## src/rtl/mips_core_pkg.sv

```systemverilog
// Shared core types: active list geometry, entry payload and the FSM encoding.
package mips_core_pkg;

  localparam int unsigned ADDR_WIDTH        = 8;
  localparam int unsigned ACTIVE_LIST_DEPTH = 32;
  localparam int unsigned AL_IDX_W          = 5;
  localparam int unsigned AL_PTR_W          = 6;
  localparam int unsigned PHYS_W            = 6;

  typedef logic [AL_IDX_W-1:0] ActiveListIndex;
  typedef logic [AL_PTR_W-1:0] ActiveListPtr;
  typedef logic [PHYS_W-1:0]   PhysReg;

  typedef enum logic [1:0] {
    AL_NORMAL   = 2'd0,
    AL_ROLLBACK = 2'd1,
    AL_DONE     = 2'd2
  } ActiveListState;

  typedef struct packed {
    logic [ADDR_WIDTH-1:0] id;
    logic                  uses_rw;
    PhysReg                new_phys;
    PhysReg                old_phys;
  } ActiveListEntry;

  // True when slot a was allocated before slot b; distance is taken from head so wrap is harmless.
  function automatic logic al_is_older(ActiveListIndex a, ActiveListIndex b, ActiveListIndex head);
    ActiveListIndex age_a;
    ActiveListIndex age_b;
    age_a = a - head;
    age_b = b - head;
    return age_a < age_b;
  endfunction

endpackage

```

## src/rtl/active_list.sv

```systemverilog
// 32-entry reorder buffer: in-order commit of old mappings, tail-side rollback of
// squashed new mappings after a mispredict, with a flush / flush_done handshake.
module active_list
  import mips_core_pkg::*;
(
  input  logic                  clk,
  input  logic                  rst,
  input  logic                  alloc_valid,
  output logic                  alloc_ready,
  input  logic [ADDR_WIDTH-1:0] alloc_instruction_ID,
  input  logic                  alloc_uses_rw,
  input  logic [PHYS_W-1:0]     alloc_new_phys,
  input  logic [PHYS_W-1:0]     alloc_old_phys,
  output logic [AL_IDX_W-1:0]   alloc_index,
  input  logic                  complete_valid,
  input  logic [AL_IDX_W-1:0]   complete_index,
  input  logic                  complete_mispredict,
  output logic                  commit_valid,
  output logic [PHYS_W-1:0]     commit_free_phys,
  output logic                  commit_uses_rw,
  output logic [ADDR_WIDTH-1:0] commit_instruction_ID,
  output logic                  rollback_valid,
  output logic [PHYS_W-1:0]     rollback_phys,
  output logic                  flush,
  output logic [ADDR_WIDTH-1:0] flushed_instruction_ID,
  output logic                  flush_done,
  output logic [AL_PTR_W-1:0]   count
);

  localparam int unsigned DEPTH = ACTIVE_LIST_DEPTH;

  ActiveListState   state;
  ActiveListState   state_next;
  ActiveListPtr     head_ptr;
  ActiveListPtr     tail_ptr;
  ActiveListPtr     head_next;
  ActiveListPtr     tail_next;
  ActiveListIndex   head_idx;
  ActiveListIndex   tail_idx;
  ActiveListIndex   tail_last_idx;
  ActiveListIndex   flush_point;
  logic [DEPTH-1:0] valid_q;
  logic [DEPTH-1:0] done_q;
  ActiveListEntry   entries [DEPTH];

  logic do_alloc;
  logic do_commit;
  logic do_rollback;
  logic rollback_end;
  logic commit_block;
  logic mispredict_older;
  logic mispredict_hit;

  assign head_idx      = head_ptr[AL_IDX_W-1:0];
  assign tail_idx      = tail_ptr[AL_IDX_W-1:0];
  assign tail_last_idx = tail_idx - AL_IDX_W'(1);
  assign alloc_index   = tail_idx;
  assign alloc_ready   = (count < AL_PTR_W'(DEPTH)) && (state == AL_NORMAL);

  // Per-cycle datapath decisions and next pointers.
  always_comb begin
    do_alloc         = alloc_valid && alloc_ready;
    // Once the flush point itself has retired, head sits on squashed slots.
    commit_block     = (state == AL_ROLLBACK) && !valid_q[flush_point];
    do_commit        = valid_q[head_idx] && done_q[head_idx] && !commit_block;
    rollback_end     = (tail_last_idx == flush_point);
    do_rollback      = (state == AL_ROLLBACK) && !rollback_end;
    mispredict_older = al_is_older(complete_index, flush_point, head_idx);
    mispredict_hit   = complete_valid && complete_mispredict && valid_q[complete_index] &&
                       ((state != AL_ROLLBACK) || mispredict_older);
    head_next        = head_ptr + AL_PTR_W'(do_commit);
    tail_next        = tail_ptr;
    if (do_alloc) begin
      tail_next = tail_ptr + AL_PTR_W'(1);
    end else if (do_rollback) begin
      tail_next = tail_ptr - AL_PTR_W'(1);
    end
  end

  // Next-state logic.
  always_comb begin
    state_next = state;
    case (state)
      AL_NORMAL: begin
        if (mispredict_hit) state_next = AL_ROLLBACK;
      end
      AL_ROLLBACK: begin
        if (rollback_end && !mispredict_hit) state_next = AL_DONE;
      end
      AL_DONE: begin
        state_next = mispredict_hit ? AL_ROLLBACK : AL_NORMAL;
      end
      default: state_next = AL_NORMAL;
    endcase
  end

  always_ff @(posedge clk) begin
    if (rst) begin
      state <= AL_NORMAL;
    end else begin
      state <= state_next;
    end
  end

  // Pointers, status bits and registered output ports.
  always_ff @(posedge clk) begin
    if (rst) begin
      head_ptr               <= '0;
      tail_ptr               <= '0;
      count                  <= '0;
      valid_q                <= '0;
      done_q                 <= '0;
      flush_point            <= '0;
      commit_valid           <= 1'b0;
      commit_free_phys       <= '0;
      commit_uses_rw         <= 1'b0;
      commit_instruction_ID  <= '0;
      rollback_valid         <= 1'b0;
      rollback_phys          <= '0;
      flush                  <= 1'b0;
      flush_done             <= 1'b0;
      flushed_instruction_ID <= '0;
    end else begin
      head_ptr <= head_next;
      tail_ptr <= tail_next;
      count    <= tail_next - head_next;

      if (complete_valid && valid_q[complete_index]) begin
        done_q[complete_index] <= 1'b1;
      end
      if (do_alloc) begin
        valid_q[tail_idx] <= 1'b1;
        done_q[tail_idx]  <= 1'b0;
      end
      if (do_commit) begin
        valid_q[head_idx] <= 1'b0;
        done_q[head_idx]  <= 1'b0;
      end
      if (do_rollback) begin
        valid_q[tail_last_idx] <= 1'b0;
        done_q[tail_last_idx]  <= 1'b0;
      end

      commit_valid <= do_commit;
      if (do_commit) begin
        commit_free_phys      <= entries[head_idx].old_phys;
        commit_uses_rw        <= entries[head_idx].uses_rw;
        commit_instruction_ID <= entries[head_idx].id;
      end

      rollback_valid <= do_rollback && entries[tail_last_idx].uses_rw;
      if (do_rollback) begin
        rollback_phys <= entries[tail_last_idx].new_phys;
      end

      if (mispredict_hit) begin
        flush_point            <= complete_index;
        flushed_instruction_ID <= entries[complete_index].id;
      end

      flush      <= (state_next == AL_ROLLBACK);
      flush_done <= (state_next == AL_DONE);
    end
  end

  // Entry payload; only meaningful while the matching valid bit is set.
  always_ff @(posedge clk) begin
    if (do_alloc) begin
      entries[tail_idx] <= '{id:       alloc_instruction_ID,
                             uses_rw:  alloc_uses_rw,
                             new_phys: alloc_new_phys,
                             old_phys: alloc_old_phys};
    end
  end

endmodule

```

## config.mk

```make
export PLATFORM = sky130hd
export DESIGN_NAME = active_list
export DESIGN_NICKNAME = d
export VERILOG_FILES = /design/src/rtl/mips_core_pkg.sv /design/src/rtl/active_list.sv
export SDC_FILE = /design/constraint.sdc
export NUM_CORES = 1
export LEC_CHECK = 0
export CAP_MARGIN = 20
export CORE_UTILIZATION = 35
export CTS_CLUSTER_DIAMETER = 50
export DETAILED_ROUTE_END_ITERATION = 6
export GPL_ROUTABILITY_DRIVEN = 0
export PLACE_DENSITY = 0.6
export SLEW_MARGIN = 0
export SYNTH_ARGS = -nofsm -noshare
export SYNTH_HDL_FRONTEND = slang
export SYNTH_SLANG_ARGS = --single-unit
```

## constraint.sdc

```tcl
create_clock -name clk -period 7.89 [get_ports clk]
set_clock_uncertainty 0.2 [all_clocks]
set_input_delay 2.367 -clock clk [delete_from_list [all_inputs] [get_ports clk]]
set_output_delay 2.367 -clock clk [all_outputs]
set_load 0.1 [all_outputs]
```

After elaboration in Yosys (flattened, before gate mapping). Memory sizes are Yosys's and may differ from the RTL's. A register that Yosys moved wholly into a read port is not among the register bits. Cells that the tools add are included.

Bits in registers: 99. Memories kept: 1. Bits of input ports: 31. Memory bits (writable): 672. Output and inout port bits: 45. Word-level logic and storage cells: 105.

Eq/ne operators: 6. Mux-type cells: 36. $lt $le $gt $ge: 11. Add/subtract/negate cells: 7. Bitwise gates (word level): 10. Reduce and logical (&&, ||, !) cells: 22.

Memories: entries (depth 32, width 21, read ports 3, clocked after memory_dff 2, wr ports 1, line active_list.sv:44) `ActiveListEntry entries [DEPTH];`.

Operators by type and width (number): $mux 32 (12); $and 32x32->32 (5); $not 32->32 (3); $or 32x32->32 (2); $lt 5x6->1 const B (5); $bmux 1 s5 (4); $demux 1 s5 (4); $ge 5x1->1 const B (4); $logic_and 1x1->1 (16); $mux 6 (2); $mux 1 (11); $sub 5x5->5 (2); $add 6x1->6 (1); $add 6x1->6 const B (1); $lt 6x6->1 const B (1); $pmux 2 s3 (1); $sub 6x1->6 const B (1); $sub 6x6->6 (1); $eq 5x5->1 (1); $lt 5x5->1 (1); $sub 5x1->5 const B (1); $eq 2x1->1 const B (2); $eq 2x2->1 const B (2); $logic_not 1->1 (4); 4 further kinds (5).

Depth between registers and ports, before layout. Gate-level depths: netlist of run 1.

Depth in word-level cells: 15. Depth in mapped cells: 19. Depth with buffers taken out: 15.

Worst setup path after synthesis of run 1. OpenSTA, ideal clock, no wires.

Kind: in2reg. Start: in complete_index[0]. End: reg flushed_instruction_ID[0] (read register of entries). Data required time: 7.614 ns. Setup time: 0.076 ns. Path buffers: 1. Setup slack: 2.494 ns. Arrival: 5.120 ns. Cell stages on the path: 11. Path through: clkbuf_1 -> inv_1 -> ha_1 -> inv_1 -> fa_1 -> ha_1 -> a21o_1 -> a21o_1 -> a211oi_1 -> o311ai_1 -> mux2i_1.

Word-level cells in the longest chain between the ends: 4. Elaborated cells between the ends (all ways): 7. Those cells by class: add/sub: 1; order compare: 1; mux: 2; reduce/logical: 3.

RTL lines: start, declared (line active_list.sv:16) `input logic [AL_IDX_W-1:0] complete_index,`; $sub 5x5->5 or $bmux 1 s5 (tied branches) (line mips_core_pkg.sv:31, active_list.sv:69); $lt 5x5->1 or $mux 1 (tied branches) (line mips_core_pkg.sv:33, active_list.sv:69); $logic_or 1x1->1 or $logic_and 1x1->1 (tied branches) (line active_list.sv:70, active_list.sv:69); $logic_and 1x1->1 (line active_list.sv:69) `mispredict_hit = complete_valid && complete_mispredict && valid_q[complete_index] &&`; end, declared (line active_list.sv:25) `output logic [ADDR_WIDTH-1:0] flushed_instruction_ID,`.

Parallel ways exist; a longest one is shown, timed or not. The select of a mux whose other input is x is not followed. A chain may end at the register's enable or synchronous reset.

Final worst setup path of run 1.
Start: reg head_ptr[1]. End: reg count[5].

Word-level cells in the longest chain between the ends: 6. Elaborated cells between the ends (all ways): 8. Those cells by class: add/sub: 2; mux: 4; reduce/logical: 2.

RTL lines: start, declared (line active_list.sv:34) `ActiveListPtr head_ptr;`; start signal, assigned (line active_list.sv:124) `head_ptr <= head_next;`; $bmux 1 s5 (line active_list.sv:65) `do_commit = valid_q[head_idx] && done_q[head_idx] && !commit_block;`; $mux 1 (not written as such) (line active_list.sv:65); $logic_and 1x1->1 (2 in a row) (line active_list.sv:65); $add 6x1->6 (*) (line active_list.sv:71) `head_next = head_ptr + AL_PTR_W'(do_commit);`; $sub 6x6->6 (*) (line active_list.sv:126) `count <= tail_next - head_next;`; end signal, assigned (line active_list.sv:126); end, declared (line active_list.sv:27) `output logic [AL_PTR_W-1:0] count`.

Mark *: on every way between the ends. The rest lies on a longest branch, timed or not. The select of a mux whose other input is x is not followed.

==> results.sh, run 1 <==
export IMPL_drive_gt1_share_pct=25.82
export IMPL_first_pass_iters=6
export IMPL_synth_commonest_cells="672 x edfxtp_1, 247 x mux4_2, 122 x dfxtp_1"
export IMPL_use_met3_pct=3.719
export IMPL_synth_seq_cells=794
export IMPL_yosysWarnings=0
export IMPL_regArea_um2=22630
export IMPL_area_growth_syn_to_layout_pct=16.35
export IMPL_path_buf_inv=0
export IMPL_crit_chain="mux2i_1, o22ai_1, o41ai_1, a2bb2oi_1, nor2_4, ha_1, ha_1, xnor2_1, ha_1, o21a_1, o31a_1, o21a_1, or3_1, a211o_1, a21oi_1"
export IMPL_fin_util_pct=41.14
export IMPL_fin_setup_tns_ns=0
export IMPL_grtUsageMet2_pct=33.09
export IMPL_wire_per_inst_um=30.48
export IMPL_clockRootBuffer="clkbuf_16"
export IMPL_numPortBuffers=75
export IMPL_syn_inst=1992
export IMPL_cp_top_family="compound AO/OA/AOI/OAI gates"
export IMPL_arrival_ns=6.05
export IMPL_top_usage_layer="met2"
export IMPL_core_um2=98560
export IMPL_synth_area_um2=34850
export IMPL_power_frac_seq_pct=43.7
export IMPL_cp_slowest_stage_delay_ns=1.09
export IMPL_crit_top_cell="ha_1"
export IMPL_ir_drop_mv=0.1617
export IMPL_rsz0062_at_grt="false"
export IMPL_dieHeight_um=317.6
export IMPL_drt_first_iter_violations=2924
export IMPL_grt_pass1_wl_um=152100
export IMPL_vias=20940
export IMPL_grt_max_degree=67
export IMPL_crit_type="flip-flop to flip-flop"
export IMPL_hold_buffers=0
export IMPL_status="finished clean"
export IMPL_maxSlewHeadroom_pct=20.36
export IMPL_place_area_um2=37370
export IMPL_cts_sinks=794
export IMPL_power_leakage_nw=12.33
export IMPL_num_io_pins=76
export IMPL_period_share_pct=72.05
export IMPL_fillers=8586
export IMPL_cp_max_fo=65
export IMPL_whs_ns=0.2730
export IMPL_fin_cells=3449
export IMPL_internal_power_mw=7.876
export IMPL_start_util_pct=35.36
export IMPL_antenna_found_initial=3
export IMPL_hpwl_um=62350
export IMPL_gr_usage_met1_pct=28.70
export IMPL_postCtsSetupBuffers=0
export IMPL_multiInputGateArea_um2=11750
export IMPL_clkPwrFrac_pct=39.4
export IMPL_dp_cells=3275
export IMPL_drc=0
export IMPL_hold_violations=0
export IMPL_dp_worst_setup_slack_ns=1.628
export IMPL_worst_pin_slew_ns=1.192
export IMPL_power_total_mw=10.91
export IMPL_switching_share_pct=27.78
export IMPL_ys_seq_area_share_pct=64.91
export IMPL_clock_path_buffers=3
export IMPL_endpoint_kind="flip-flop"
export IMPL_numCtsBuffers=90
export IMPL_max_freq_mhz=175.9
export IMPL_combinationalPowerShare_pct=16.9
export IMPL_critPathLaunchType="flip-flop"
export IMPL_power_switching_mw=3.030
export IMPL_yosys_area_top_type_share_pct=57.90
export IMPL_cts_clk_slew_worst_paths_ns=0.05
export IMPL_cap_violations=0
export IMPL_syn_nets=2052
export IMPL_synth_cell_types=82
export IMPL_worst_slack_ns=2.205
export IMPL_num_rows=115
export IMPL_grt_overflow_total=0
export IMPL_drv_slew=0
export IMPL_grt_pass1_vias=21350
export IMPL_p_per_area_nw_per_um2=269.0
export IMPL_track_usage_pct=20.83
export IMPL_ys_async_sr_fraction_pct=0
export IMPL_dieWidth_um=317.6
export IMPL_cts_resized=0
export IMPL_clk_latency_ns=0.66
export IMPL_syn_area_per_cell_um2=17.50
export IMPL_wl_um=105100
export IMPL_setup_violations=0
export IMPL_synth_flop_cell="edfxtp_1"
export IMPL_htree_levels=3
export IMPL_nets=2146
export IMPL_vias_per_cell=6.070
export IMPL_design_die_area_um2=100800
export IMPL_design_area_um2=40550
export IMPL_hp_class="flip-flop to flip-flop"
export IMPL_period_needed_ns=5.685
export IMPL_cts_tree="done"
export IMPL_yosysTopAreaCell="edfxtp_1"
export IMPL_synth_area_leaders="edfxtp_1 58%, mux4_2 16%, dfxtp_1 7.0%"
export IMPL_post_synth_top_count_cell="edfxtp_1"
export IMPL_synth_enable_flop_cells=672
export IMPL_crit_required_ns=8.25
export IMPL_final_antenna_net_count=0
export IMPL_crit_slowest_cell="dfxtp_4"
-- layer usage --
metal	share of wire, %	up-vias	wire length, um
met1	41	11000	42950
met2	47	1132	49030
met3	9.1	213	9590
met4	3.4	2	3564
li1	-	8588	-
met5	0.0086	-	9
-- sequential cells by signal (all words and copies together) (netlist names) --
signal / flops
commit_free_phys: 6
commit_instruction_ID: 8
commit_uses_rw: 1
commit_valid: 1
count: 6
done_q: 32
entries: 672
flush: 1
flush_done: 1
flush_point: 5
flushed_instruction_ID: 8
head_ptr: 6
rollback_phys: 6
rollback_valid: 1
state: 2
tail_ptr: 6
valid_q: 32
-- tightest hold or removal path: stages (launching register included) --
cell and delay, ns:
dfxtp_1 0.30, nand2b_1 0.06, mux2i_1 0.06
-- cell families after synthesis --
kind of cell | count (synthesis) | share of synthesized area, %
compound gates | 349 | 8.203
xor+xnor | 26 | 0.7754
fa+ha+maj | 29 | 1.106
buf+inv | 170 | 2.273
flops | 794 | 64.91
mux | 320 | 18.21
simple gates | 304 | 4.531
-- layout make-up --
type | count | share of cell area (%)
diodes | 1 | 0.006171
well taps | 1287 | 3.971
multi-input cells | 1028 | 28.98
inverters | 25 | 0.2314
clock buffers | 110 | 5.995
clock inverters | 57 | 1.555
flip-flops and latches | 794 | 55.81
repair buffers | 147 | 3.450
-- power groups by stage --
stage / clock (mW) / combinational, mW / sequential (mW)
2_1_floorplan: 0 / 1.11 / 4.93
3_3_place_gp: 0 / 1.81 / 4.85
3_5_place_dp: 0 / 1.82 / 4.86
4_1_cts: 4.35 / 1.82 / 4.77
5_1_grt: 4.51 / 1.93 / 4.78
6_report: 4.30 / 1.84 / 4.77
-- final timing paths --
kind	startpoint	endpoint	slack, ns	depth (start not counted)
worst min-delay path	flushed_instruction_ID[0]	flushed_instruction_ID[0]	0.27	2
worst max-delay path	head_ptr[1]	count[5]	2.21	15
worst max register to register	head_ptr[1]	count[5]	2.21	15
worst min register to register	flushed_instruction_ID[0]	flushed_instruction_ID[0]	0.27	2
-- layout by cell type (no fill, tap or decap), drive strengths merged, types with 18 or more instances in the layout --
| master | netlist | final |
|---|---|---|
| a21oi | 30 | 30 |
| mux2i | 68 | 68 |
| buf | 73 | 75 |
| a31oi | 38 | 38 |
| a22oi | 33 | 33 |
| clkbuf | 69 | 110 |
| nor2 | 110 | 110 |
| inv | 25 | 37 |
| nand3 | 28 | 28 |
| mux4 | 250 | 250 |
| a22o | 36 | 36 |
| nor3 | 34 | 34 |
| a311oi | 21 | 21 |
| nor2b | 21 | 21 |
| clkinv | 0 | 33 |
| edfxtp | 672 | 672 |
| ha | 26 | 26 |
| a221oi | 34 | 34 |
| a2111oi | 34 | 34 |
| nand2b | 19 | 19 |
| dfxtp | 122 | 122 |
| nand2 | 29 | 29 |
| clkdlybuf4s50 | 0 | 72 |
| o22ai | 18 | 18 |
(Power assumes the default switching activity.)
==> run 2, diff against run 1 <==
==> constraint.sdc (replaced) <==
create_clock -name clk -period 5.7 [get_ports clk]
set_clock_uncertainty 0.2 [all_clocks]
set_input_delay 1.71 -clock clk [delete_from_list [all_inputs] [get_ports clk]]
set_output_delay 1.71 -clock clk [all_outputs]
set_load 0.1 [all_outputs]
==> results.sh, run 2 (same netlist as run 1, synthesis figures left out) <==
export IMPL_r2r_start="head_ptr[4]"
export IMPL_period_needed_ns=5.415
export IMPL_first_pass_iters=6
export IMPL_hold_violations=0
export IMPL_setup_violations=0
export IMPL_worst_pin_slew_ns=1.200
export IMPL_power_leakage_nw=12.52
export IMPL_fin_cells=3481
export IMPL_drt_first_iter_violations=2458
export IMPL_status="finished clean"
export IMPL_rr_worst_depth=15
export IMPL_cp_max_fo=42
export IMPL_crit_type="flip-flop to output port"
export IMPL_largest_register_ffs=672
export IMPL_final_antenna_net_count=0
export IMPL_layout_common_cells="672 x edfxtp_1, 247 x mux4_2, 119 x dfxtp_1"
export IMPL_crit_top_cell="buf_4"
export IMPL_r2r_end="count[5]"
export IMPL_postCtsSetupBuffers=0
export IMPL_critPathLaunchType="flip-flop"
export IMPL_core_um2=98560
export IMPL_clk_latency_ns=0.68
export IMPL_grt_overflow_total=0
export IMPL_ir_drop_mv=0.3046
export IMPL_path_buf_inv=3
export IMPL_cp_slowest_stage_delay_ns=1.28
export IMPL_grt_max_degree=79
export IMPL_crit_chain="buf_4, buf_4, clkdlybuf4s50_1"
export IMPL_fin_util_pct=41.58
export IMPL_clock_path_buffers=3
export IMPL_vias=21300
export IMPL_cap_violations=0
export IMPL_power_total_mw=15.06
export IMPL_maxSlewHeadroom_pct=19.66
export IMPL_layout_commonest_cell="edfxtp_1"
export IMPL_reg_top3="entries: 672 flops, done_q: 32 flops, valid_q: 32 flops"
export IMPL_fin_setup_tns_ns=0
export IMPL_vias_per_cell=6.117
export IMPL_hpwl_um=65920
export IMPL_num_rows=115
export IMPL_numCtsBuffers=90
export IMPL_crit_slowest_cell="clkdlybuf4s50_1"
export IMPL_fillers=8637
export IMPL_wire_per_inst_um=30.88
export IMPL_clockRootBuffer="clkbuf_16"
export IMPL_crit_cells=3
export IMPL_hp_class="flip-flop to flip-flop"
export IMPL_track_usage_pct=21.17
export IMPL_area_growth_syn_to_layout_pct=17.58
export IMPL_crit_required_ns=3.79
export IMPL_regToRegSetupSlack_ns=0.75
export IMPL_cp_endpoint="alloc_index[0]"
export IMPL_htree_levels=3
export IMPL_period_share_pct=95.00
export IMPL_grt_pass1_vias=21840
export IMPL_regArea_um2=22630
export IMPL_cts_clk_slew_worst_paths_ns=0.06
export IMPL_endpoint_kind="output port"
export IMPL_dieWidth_um=317.6
export IMPL_dieHeight_um=317.6
export IMPL_p_per_area_nw_per_um2=367.4
export IMPL_numPortBuffers=75
export IMPL_multiInputGateArea_um2=11750
export IMPL_nets=2177
export IMPL_cts_sinks=794
export IMPL_start_util_pct=35.36
export IMPL_grt_pass1_wl_um=155400
export IMPL_rsz0062_at_grt="false"
export IMPL_hold_buffers=0
export IMPL_drv_slew=0
export IMPL_arrival_ns=3.50
export IMPL_cp_top_family="buffers and inverters"
export IMPL_cts_tree="done"
export IMPL_dp_cells=3299
export IMPL_antenna_found_initial=2
export IMPL_cts_resized=0
export IMPL_num_io_pins=76
export IMPL_wl_um=107500
export IMPL_crit_start="tail_ptr[0]"
export IMPL_whs_ns=0.2767
export IMPL_drc=0
export IMPL_regMostFlops="entries"
export IMPL_drive_gt1_share_pct=26.77
export IMPL_design_die_area_um2=100800
export IMPL_max_freq_mhz=184.7
run 2: changes by cell type in the layout (fill, tap and decap cells not counted), moves of 2 or more:
cell,change
clkinvlp_4,+4
nor3b_1,-2
clkbuf_8,-3
nor3b_2,+2
buf_4,+12
inv_4,-2
clkinv_1,+4
buf_16,+4
bufinv_16,-2
buf_12,+13
clkinv_4,-2
run 2: final cells by class:
type                            count  share of cell area, %
Clock inverter                     64                  1.630
Antenna cell                        1               0.006107
Clock buffer                      104                  5.649
Multi-Input combinational cell   1028                  28.66
Inverter                           25                 0.2290
Tap cell                         1287                  3.930
Sequential cell                   794                  55.23
Timing Repair Buffer              178                  4.659
run 2: per-layer routing:
layer  global-route usage, %  vias to the layer above  share of wire, %
met5                       0                        -             0.012
met4                   8.296                        2               3.6
met3                   4.776                      240               9.5
met2                   34.14                     1194                48
met1                   27.77                    11220                39
li1                        -                     8643                 -
run 2: worst min-delay path by stage:
| stage | start | to | slack, ns | cells past startpoint |
|---|---|---|---|---|
| 2_1_floorplan | valid_q[18] | valid_q[18] | 0.28 | 1 |
| 3_3_place_gp | flushed_instruction_ID[1] | flushed_instruction_ID[1] | 0.27 | 2 |
| 3_5_place_dp | flushed_instruction_ID[1] | flushed_instruction_ID[1] | 0.26 | 2 |
| 4_1_cts | flushed_instruction_ID[1] | flushed_instruction_ID[1] | 0.28 | 2 |
| 5_1_grt | flushed_instruction_ID[5] | flushed_instruction_ID[5] | 0.30 | 2 |
| 6_report | flushed_instruction_ID[7] | flushed_instruction_ID[7] | 0.28 | 2 |
run 2: worst reg2reg max path, cell delays in order (launching register included):
cell       delay [ns]
dfxtp_1          0.82
nand3b_1         0.34
o22ai_1          0.13
o41ai_1          0.67
a2bb2oi_1        0.37
nor2_2           0.09
ha_1             0.22
ha_1             0.21
xnor2_1          0.15
ha_1             0.38
o21a_1           0.21
o31a_1           0.11
o21a_1           0.19
or3_1            0.33
a211o_1          0.30
a21oi_1          0.15
run 2: report_power, final:
part	switching [mW]	internal, mW
clock network	2.48	3.33
registers	0.0897	6.46
logic	1.73	0.957
run 2: through the flow:
step	area (um^2)	worst slack, ns
2_1_floorplan	34850	0.8792
3_3_place_gp	37660	0.7765
3_5_place_dp	37660	0.7432
4_1_cts	40650	0.1821
5_1_grt	40980	0.08615
6_report	40980	0.2851
